**src/rtl/delay_line_ram.sv**
```systemverilog
// Circular FIR sample store: tap-relative reads, 1-cycle latency (2 with DELAY_LINE_OUT_REG_EN), zero-fill sweep.
// Backpressure: ready=0 while sweeping; push and rd_en are dropped then, and clear wins over both in the same cycle.
module delay_line_ram #(
  parameter int ADDR_WIDTH = 5,
  parameter int DATA_WIDTH = 16
) (
  input  logic                  clk,
  input  logic                  rst,
  input  logic                  clear,
  input  logic                  push,
  input  logic [DATA_WIDTH-1:0] din,
  input  logic                  rd_en,
  input  logic [ADDR_WIDTH-1:0] tap,
  output logic [DATA_WIDTH-1:0] dout,
  output logic                  dout_valid,
  output logic                  ready,
  output logic [ADDR_WIDTH:0]   count,
  output logic                  full
);

  localparam int                  DEPTH     = 1 << ADDR_WIDTH;
  localparam logic [ADDR_WIDTH:0]   DEPTH_CNT = (ADDR_WIDTH+1)'(DEPTH);
  localparam logic [ADDR_WIDTH:0]   ONE_CNT   = (ADDR_WIDTH+1)'(1);
  localparam logic [ADDR_WIDTH-1:0] LAST_ADDR = ADDR_WIDTH'(DEPTH - 1);
  localparam logic [ADDR_WIDTH-1:0] ONE_ADDR  = ADDR_WIDTH'(1);

  typedef enum logic {
    S_CLEAR,
    S_IDLE
  } state_t;

  state_t                  state, state_nxt;
  logic [ADDR_WIDTH-1:0]   wr_ptr, wr_ptr_nxt;
  logic [ADDR_WIDTH-1:0]   clr_ptr, clr_ptr_nxt;
  logic [ADDR_WIDTH:0]     count_nxt;
  logic                    mem_we;
  logic [ADDR_WIDTH-1:0]   mem_waddr;
  logic [DATA_WIDTH-1:0]   mem_wdat;
  logic                    rd_acc;
  logic [ADDR_WIDTH-1:0]   raddr;
  logic [DATA_WIDTH-1:0]   rd_dat;
  logic                    rd_vld;
  logic [DATA_WIDTH-1:0]   mem [DEPTH];

  // Tap 0 is the slot just behind the write pointer, taken before any same-cycle push.
  assign raddr = wr_ptr - ONE_ADDR - tap;
  assign ready = (state == S_IDLE);
  assign full  = (count == DEPTH_CNT);

  always_comb begin
    state_nxt   = state;
    wr_ptr_nxt  = wr_ptr;
    clr_ptr_nxt = clr_ptr;
    count_nxt   = count;
    mem_we      = 1'b0;
    mem_waddr   = wr_ptr;
    mem_wdat    = din;
    rd_acc      = 1'b0;
    case (state)
      S_CLEAR: begin
        mem_we    = 1'b1;
        mem_waddr = clr_ptr;
        mem_wdat  = '0;
        if (clear) begin
          clr_ptr_nxt = '0;
        end else begin
          clr_ptr_nxt = clr_ptr + ONE_ADDR;
          if (clr_ptr == LAST_ADDR) begin
            state_nxt = S_IDLE;
          end
        end
      end
      S_IDLE: begin
        if (clear) begin
          state_nxt   = S_CLEAR;
          wr_ptr_nxt  = '0;
          clr_ptr_nxt = '0;
          count_nxt   = '0;
        end else begin
          rd_acc = rd_en;
          if (push) begin
            mem_we     = 1'b1;
            mem_waddr  = wr_ptr;
            mem_wdat   = din;
            wr_ptr_nxt = wr_ptr + ONE_ADDR;
            if (count != DEPTH_CNT) begin
              count_nxt = count + ONE_CNT;
            end
          end
        end
      end
      default: begin
        state_nxt   = S_CLEAR;
        clr_ptr_nxt = '0;
      end
    endcase
  end

  always_ff @(posedge clk or posedge rst) begin
    if (rst) begin
      state   <= S_CLEAR;
      wr_ptr  <= '0;
      clr_ptr <= '0;
      count   <= '0;
    end else begin
      state   <= state_nxt;
      wr_ptr  <= wr_ptr_nxt;
      clr_ptr <= clr_ptr_nxt;
      count   <= count_nxt;
    end
  end

  // Storage carries no reset; the sweep is what zeroes it.
  always_ff @(posedge clk) begin
    if (mem_we) begin
      mem[mem_waddr] <= mem_wdat;
    end
  end

  // Read-before-write: a collision with the push slot returns the old contents.
  always_ff @(posedge clk or posedge rst) begin
    if (rst) begin
      rd_dat <= '0;
      rd_vld <= 1'b0;
    end else begin
      rd_vld <= rd_acc;
      if (rd_acc) begin
        rd_dat <= mem[raddr];
      end
    end
  end

`ifdef DELAY_LINE_OUT_REG_EN
  logic [DATA_WIDTH-1:0] out_dat;
  logic                  out_vld;

  // Second stage keeps draining regardless of clear so in-flight reads complete.
  always_ff @(posedge clk or posedge rst) begin
    if (rst) begin
      out_dat <= '0;
      out_vld <= 1'b0;
    end else begin
      out_vld <= rd_vld;
      if (rd_vld) begin
        out_dat <= rd_dat;
      end
    end
  end

  assign dout       = out_dat;
  assign dout_valid = out_vld;
`else
  assign dout       = rd_dat;
  assign dout_valid = rd_vld;
`endif

endmodule

```
**config.mk**
```make
export PLATFORM = sky130hd
export DESIGN_NAME = delay_line_ram
export DESIGN_NICKNAME = d
export VERILOG_FILES = /design/src/rtl/delay_line_ram.sv
export SDC_FILE = /design/constraint.sdc
export NUM_CORES = 1
export LEC_CHECK = 0
export BUFFER_PORTS_ARGS = -buffer_cell sky130_fd_sc_hd__buf_2
export CORE_ASPECT_RATIO = 1.1
export CORE_UTILIZATION = 50
export DETAILED_ROUTE_END_ITERATION = 10
export PLACE_DENSITY = 0.73
export SETUP_SLACK_MARGIN = 0.2
export SLEW_MARGIN = 20
export SYNTH_ARGS = -nofsm -noshare
export SYNTH_HDL_FRONTEND = slang
export SYNTH_SLANG_ARGS = --single-unit
```
**constraint.sdc**
```tcl
create_clock -name clk -period 2.9 [get_ports clk]
set_clock_uncertainty 0.15 [all_clocks]
set_input_delay 0.58 -clock clk [delete_from_list [all_inputs] [get_ports clk]]
set_output_delay 0.58 -clock clk [all_outputs]
set_load 0.01 [all_outputs]
```
## Word level (Yosys, flattened, before mapping)

Memories as Yosys holds them, arrays and structs flattened. A register that Yosys moved wholly into a read port is not among the register bits.
Index checks and enable logic that the tools add are counted.

- Register bits: 18
- Bits in writable memories: 512
- Input port bits: 26
- Output and inout port bits: 25
- Logic and storage cells: 41
- Memories kept: 1

- Add/sub/neg operators: 5
- Equal/unequal tests: 4
- Mux-type cells: 21
- Bitwise operators: 1
- Reduce and logical (&&, ||, !) cells: 4

Memories:

| name | depth | width | read ports | clocked after Yosys merged registers in | wr ports | RTL line | text |
|---|---|---|---|---|---|---|---|
| mem | 32 | 16 | 1 | 1 | 1 | 43 | `logic [DATA_WIDTH-1:0] mem [DEPTH];` |

Operator list:

| cell | number |
|---|---|
| 16-bit case mux with 2 select lines | 1 |
| 5-bit two-way mux | 4 |
| 5-bit case mux with 2 select lines | 2 |
| 6-bit two-way mux | 3 |
| 5-bit by 1-bit adder with 5-bit output (second input constant) | 2 |
| 1-bit two-way mux | 9 |
| 6-bit by 1-bit adder with 6-bit output (second input constant) | 1 |
| 6-bit equality test (second input constant) | 1 |
| 6-bit != test (second input constant) | 1 |
| 5-bit equality test (second input constant) | 1 |
| 5-bit by 1-bit subtractor with 5-bit output (second input constant) | 1 |
| 5-bit subtractor | 1 |
| 1-bit case mux with 2 select lines | 2 |
| 2-bit nonzero test | 2 |
| 3-bit AND reduction | 1 |
| 2-bit != test (second input constant) | 1 |
| 2-bit AND reduction | 1 |
| 1-bit inverter | 1 |

## Logic depth before layout (Yosys ltp)

- Word-level depth: 5
- Mapped depth: 12
- Depth with buffers taken out: 8

## Worst setup path after synthesis

OpenSTA, ideal clock, no wires.

- Path type: input to register
- Start point: in tap[0]
- End point: reg rd_dat[4] (netlist: dout[4]), read port of mem
- Library setup time: 0.129 ns
- Arrival: 2.949 ns
- Data required time: 2.621 ns
- Slack: -0.328 ns
- Cell stages on the path: 10
- Path buffers: 3
- Cell sequence: inv_1 -> ha_1 -> fa_1 -> buf_2 -> buf_2 -> buf_2 -> mux4_2 -> mux2i_1 -> o2bb2ai_1 -> a2111o_1

- Word-level cells in the longest chain between the ends: 1

RTL lines:

| what | RTL line | text |
|---|---|---|
| start, declared | 13 | `input logic [ADDR_WIDTH-1:0] tap,` |
| 5-bit subtractor | 46 | `assign raddr = wr_ptr - ONE_ADDR - tap;` |
| end, declared | 41 | `logic [DATA_WIDTH-1:0] rd_dat;` |

No other way between the ends.
A chain may end at the register's enable or synchronous reset.

## Final worst setup path

- Start point: reg wr_ptr[0]
- End point: reg rd_dat[14] (netlist: dout[14]), read port of mem

- Word-level cells in the longest chain between the ends: 2

RTL lines:

| what | RTL line | text |
|---|---|---|
| start, declared | 33 | `logic [ADDR_WIDTH-1:0] wr_ptr, wr_ptr_nxt;` |
| start signal, assigned | 107 | `wr_ptr <= wr_ptr_nxt;` |
| 5-bit by 1-bit subtractor with 5-bit output | 46 |  |
| 5-bit subtractor | 46 |  |

No other way between the ends.

==> impl_results.md <==
* Status: finished with violations
* Failing checks: negative setup slack
* Tcrit/Tclk final at 112%
* Root Driver: clkbuf_16
* Top Ports at 51
* Synth Area in XOR/XNOR at 0.402%
* CTS buffer count at 52
* Worst vdd ir at 0.507 mV
* Fin. Hold Viols at 0
* Layout cell share with drive strength beyond 1 at 26.3%
* Nets at 1434
* H-tree levels at 2
* Routed Antenna Nets at 0
* Post-Synthesis Cells at 1214
* CP Class: flop to flop
* Vias after detailed routing at 12200
* Post-synthesis adder-cell area fraction at 0.608%
* Worst Tran Pin Value at 0.609 ns
* CTS tree: done
* Hpwl dp at 32.6 mm
* Post-synth EDFFs at 512
* First-pass GRT wire length at 77.6 mm
* Sink Count at 546
* Mean Syn Cell Area at 18.0 um2
* Starting DRC count in detailed routing at 1041
* Crit path DAT at 3.57 ns
* Post-synthesis mux area share at 11.4%
* DR pass1 iterations at 5
* Worst reg-to-reg path cell count at 8
* Final Wtd Congestion at 0.843
* Pwr Total at 17000 uW
* # rows at 79
* Endpoints failing setup at 16
* Antenna violations before repair at 2
* Starting Density at 51.2%
* Pre-CTS WS at -0.673 ns
* Rel. slew slack at 59.4%
* CP Launch Type: flop
* Reg2reg end: dout[14]
* Main combinational cell family by area after synthesis: multiplexers
* Main synth FF type: edfxtp_1
* Worst skew pair latency at 0.60 ns
* Critical path required time at 3.23 ns
* Maxcap violations at 0
* Worst hold endpoint: wr_ptr[0]
* Simple-Gate Fraction of Synth Area at 5.65%
* Cells after DPL at 1904
* Ys async rst share at 6.23%
* Global route overflow at 0
* Die X at 201 um
* Sequential fraction of the synthesis area at 74.4%
* Syn nets at 1250
* Synth warn at 0
* Clock buffer depth at 3
* P_leak at 0.00898 uW
* Max Slew Vio Count at 0
* Hold path cells at 3
* Post-Route WL at 51.8 mm
* Number of synthesized register bits at 546
* Synth Area in Compound Gates at 5.72%
* Power Dens Cells at 649 nW/um2
* Die height at 221 um
* Crit-path max FO at 13
* Core ar. at 42600 um2
* Die area at 44400 um2
* Worst R2R Start: wr_ptr[0]
* Largest net degree at the start of global routing at 35
* Average wire per standard cell at 25.8 um
* All-Layer GR Usage at 23.6%
* Hold Path Class: input pin to flop
* R2r setup slk at -0.34 ns
* Setup WS post-layout at -0.339 ns
* Cell Area, Synth at 21800 um2
* Period minus WS final at 3.24 ns
* Post-synthesis cell type count at 52
* Crit end category: flop
* Post-layout util at 61.5%
* Clock slew at reported path FFs at 0.06 ns
* DRC Markers at 0
* RSZ-0062 raised after global routing: yes
* Final Non-Filler Cells at 2010
* Number of global-route vias before repair at 12500
* Hold Path Origin: push
* FMAX at 309 MHz
* Via density per instance at 6.07
* Critical Path Start: wr_ptr[0]
* Buffers on Ports at 50
* Area Growth Syn to Fin at 20.2%
-- state kept, by name, summed over array words and instances, names as in the netlist --
| register | cells |
|---|---|
| mem | 512 |
| dout | 16 |
| count | 6 |
| clr_ptr | 5 |
| wr_ptr | 5 |
| dout_valid | 1 |
| ready | 1 |
-- synthesized netlist by cell type (all sizes together), types with 2 or more instances --
master | n | share of area [%]
buf | 43 | 1.0
a21oi | 11 | 0.25
or3 | 16 | 0.48
nand4 | 2 | 0.057
o21ai | 4 | 0.11
a32o | 16 | 0.73
xnor2 | 5 | 0.20
nand2 | 79 | 1.4
nor3 | 3 | 0.069
nor4bb | 15 | 0.69
o32ai | 4 | 0.16
nor4 | 3 | 0.086
mux2i | 101 | 4.6
nor2b | 37 | 1.1
a31oi | 30 | 0.86
and2 | 18 | 0.52
o22ai | 20 | 0.57
dfrtp | 34 | 3.9
a32oi | 30 | 1.2
and3 | 5 | 0.17
a2111oi | 33 | 1.4
ha | 9 | 0.52
xor2 | 5 | 0.20
mux4 | 64 | 6.6
and4 | 2 | 0.080
a211oi | 2 | 0.069
a21o | 2 | 0.069
clkbuf | 30 | 0.52
edfxtp | 512 | 71
nor2 | 42 | 0.72
nand3 | 9 | 0.21
mux2 | 3 | 0.15
inv | 14 | 0.24
-- layout by cell type (no fill, tap or decap), drive strengths merged, types with 11 or more instances in the layout --
cell and count:
nor4bb 15, o22ai 20, mux2i 101, nand2 79, clkinv 26, dfrtp 34, mux4 64, or3 16
and2 18, nor2b 37, a32oi 30, clkbuf 63, a32o 16, inv 16, nor2 42, a31oi 30
a21oi 11, edfxtp 512, a2111oi 33, buf 202
-- how the worst max path moves through the flow --
stage	end	depth (start not counted)
final	dout[14]	8
after global routing	dout[6]	8
after global placement	dout[10]	10
after CTS	dout[11]	8
after floorplan	dout[15]	10
after detailed placement	dout[8]	11
-- logic make-up after synthesis --
family,after synthesis
adders and majority gates,10
muxes,168
buffers and inverters,87
and+or+nand+nor,234
AOI/OAI and AO/OA,159
DFF,546
xor gates and xnor gates,10
-- metrics by stage --
stage / cell area [um2] / hold slack, ns / TNS [ns]
finish: 26200 / 0.196 / -4.75
global route: 26200 / 0.189 / -5.51
CTS: 26100 / 0.174 / -4.60
detailed placement: 24300 / 0.396 / -9.95
global placement: 24300 / 0.383 / -9.32
floorplan: 21900 / 0.385 / -0.0982
-- layout make-up --
| type | count | area [um2] |
|---|---|---|
| multi-input cells | 581 | 5390 |
| repair buffers | 203 | 2150 |
| clock inverters | 34 | 320 |
| diodes | 2 | 5.00 |
| clock buffers | 63 | 1340 |
| well taps | 567 | 709 |
| flip-flops and latches | 546 | 16200 |
| inverters | 14 | 65.1 |
| fillers | 2898 | 16400 |
-- worst max-delay path: stages (launching register included) --
cell and delay [ns]:
dfrtp_1 0.44, ha_4 0.19, fa_4 0.83, buf_12 0.19, buf_6 0.15, mux4_2 0.51, mux2i_1 0.17, o22ai_1 0.13
or3_1 0.34
-- report_power, final --
| group | switching (uW) | leakage (uW) | internal, uW |
|---|---|---|---|
| sequential | 83.1 | 0.00495 | 8630 |
| combinational | 868 | 0.00321 | 804 |
| clock | 2850 | 0.000823 | 3760 |
-- layer usage --
metal	global-route usage, %	vias up	wire, um
met5	0	-	0
met4	7.86	0	1350
met3	5.85	99	4550
met2	38.6	583	25800
met1	31.1	6227	20100
li1	-	5301	-
-- repair_timing --
item	4_1_cts	5_1_grt
endpoints found under the hold margin	34	0
resized for setup	23	20
hold buffers	1	0
setup endpoints to repair	17	16
setup buffers	4	2
No activity file was read; power rests on OpenSTA's default activity.
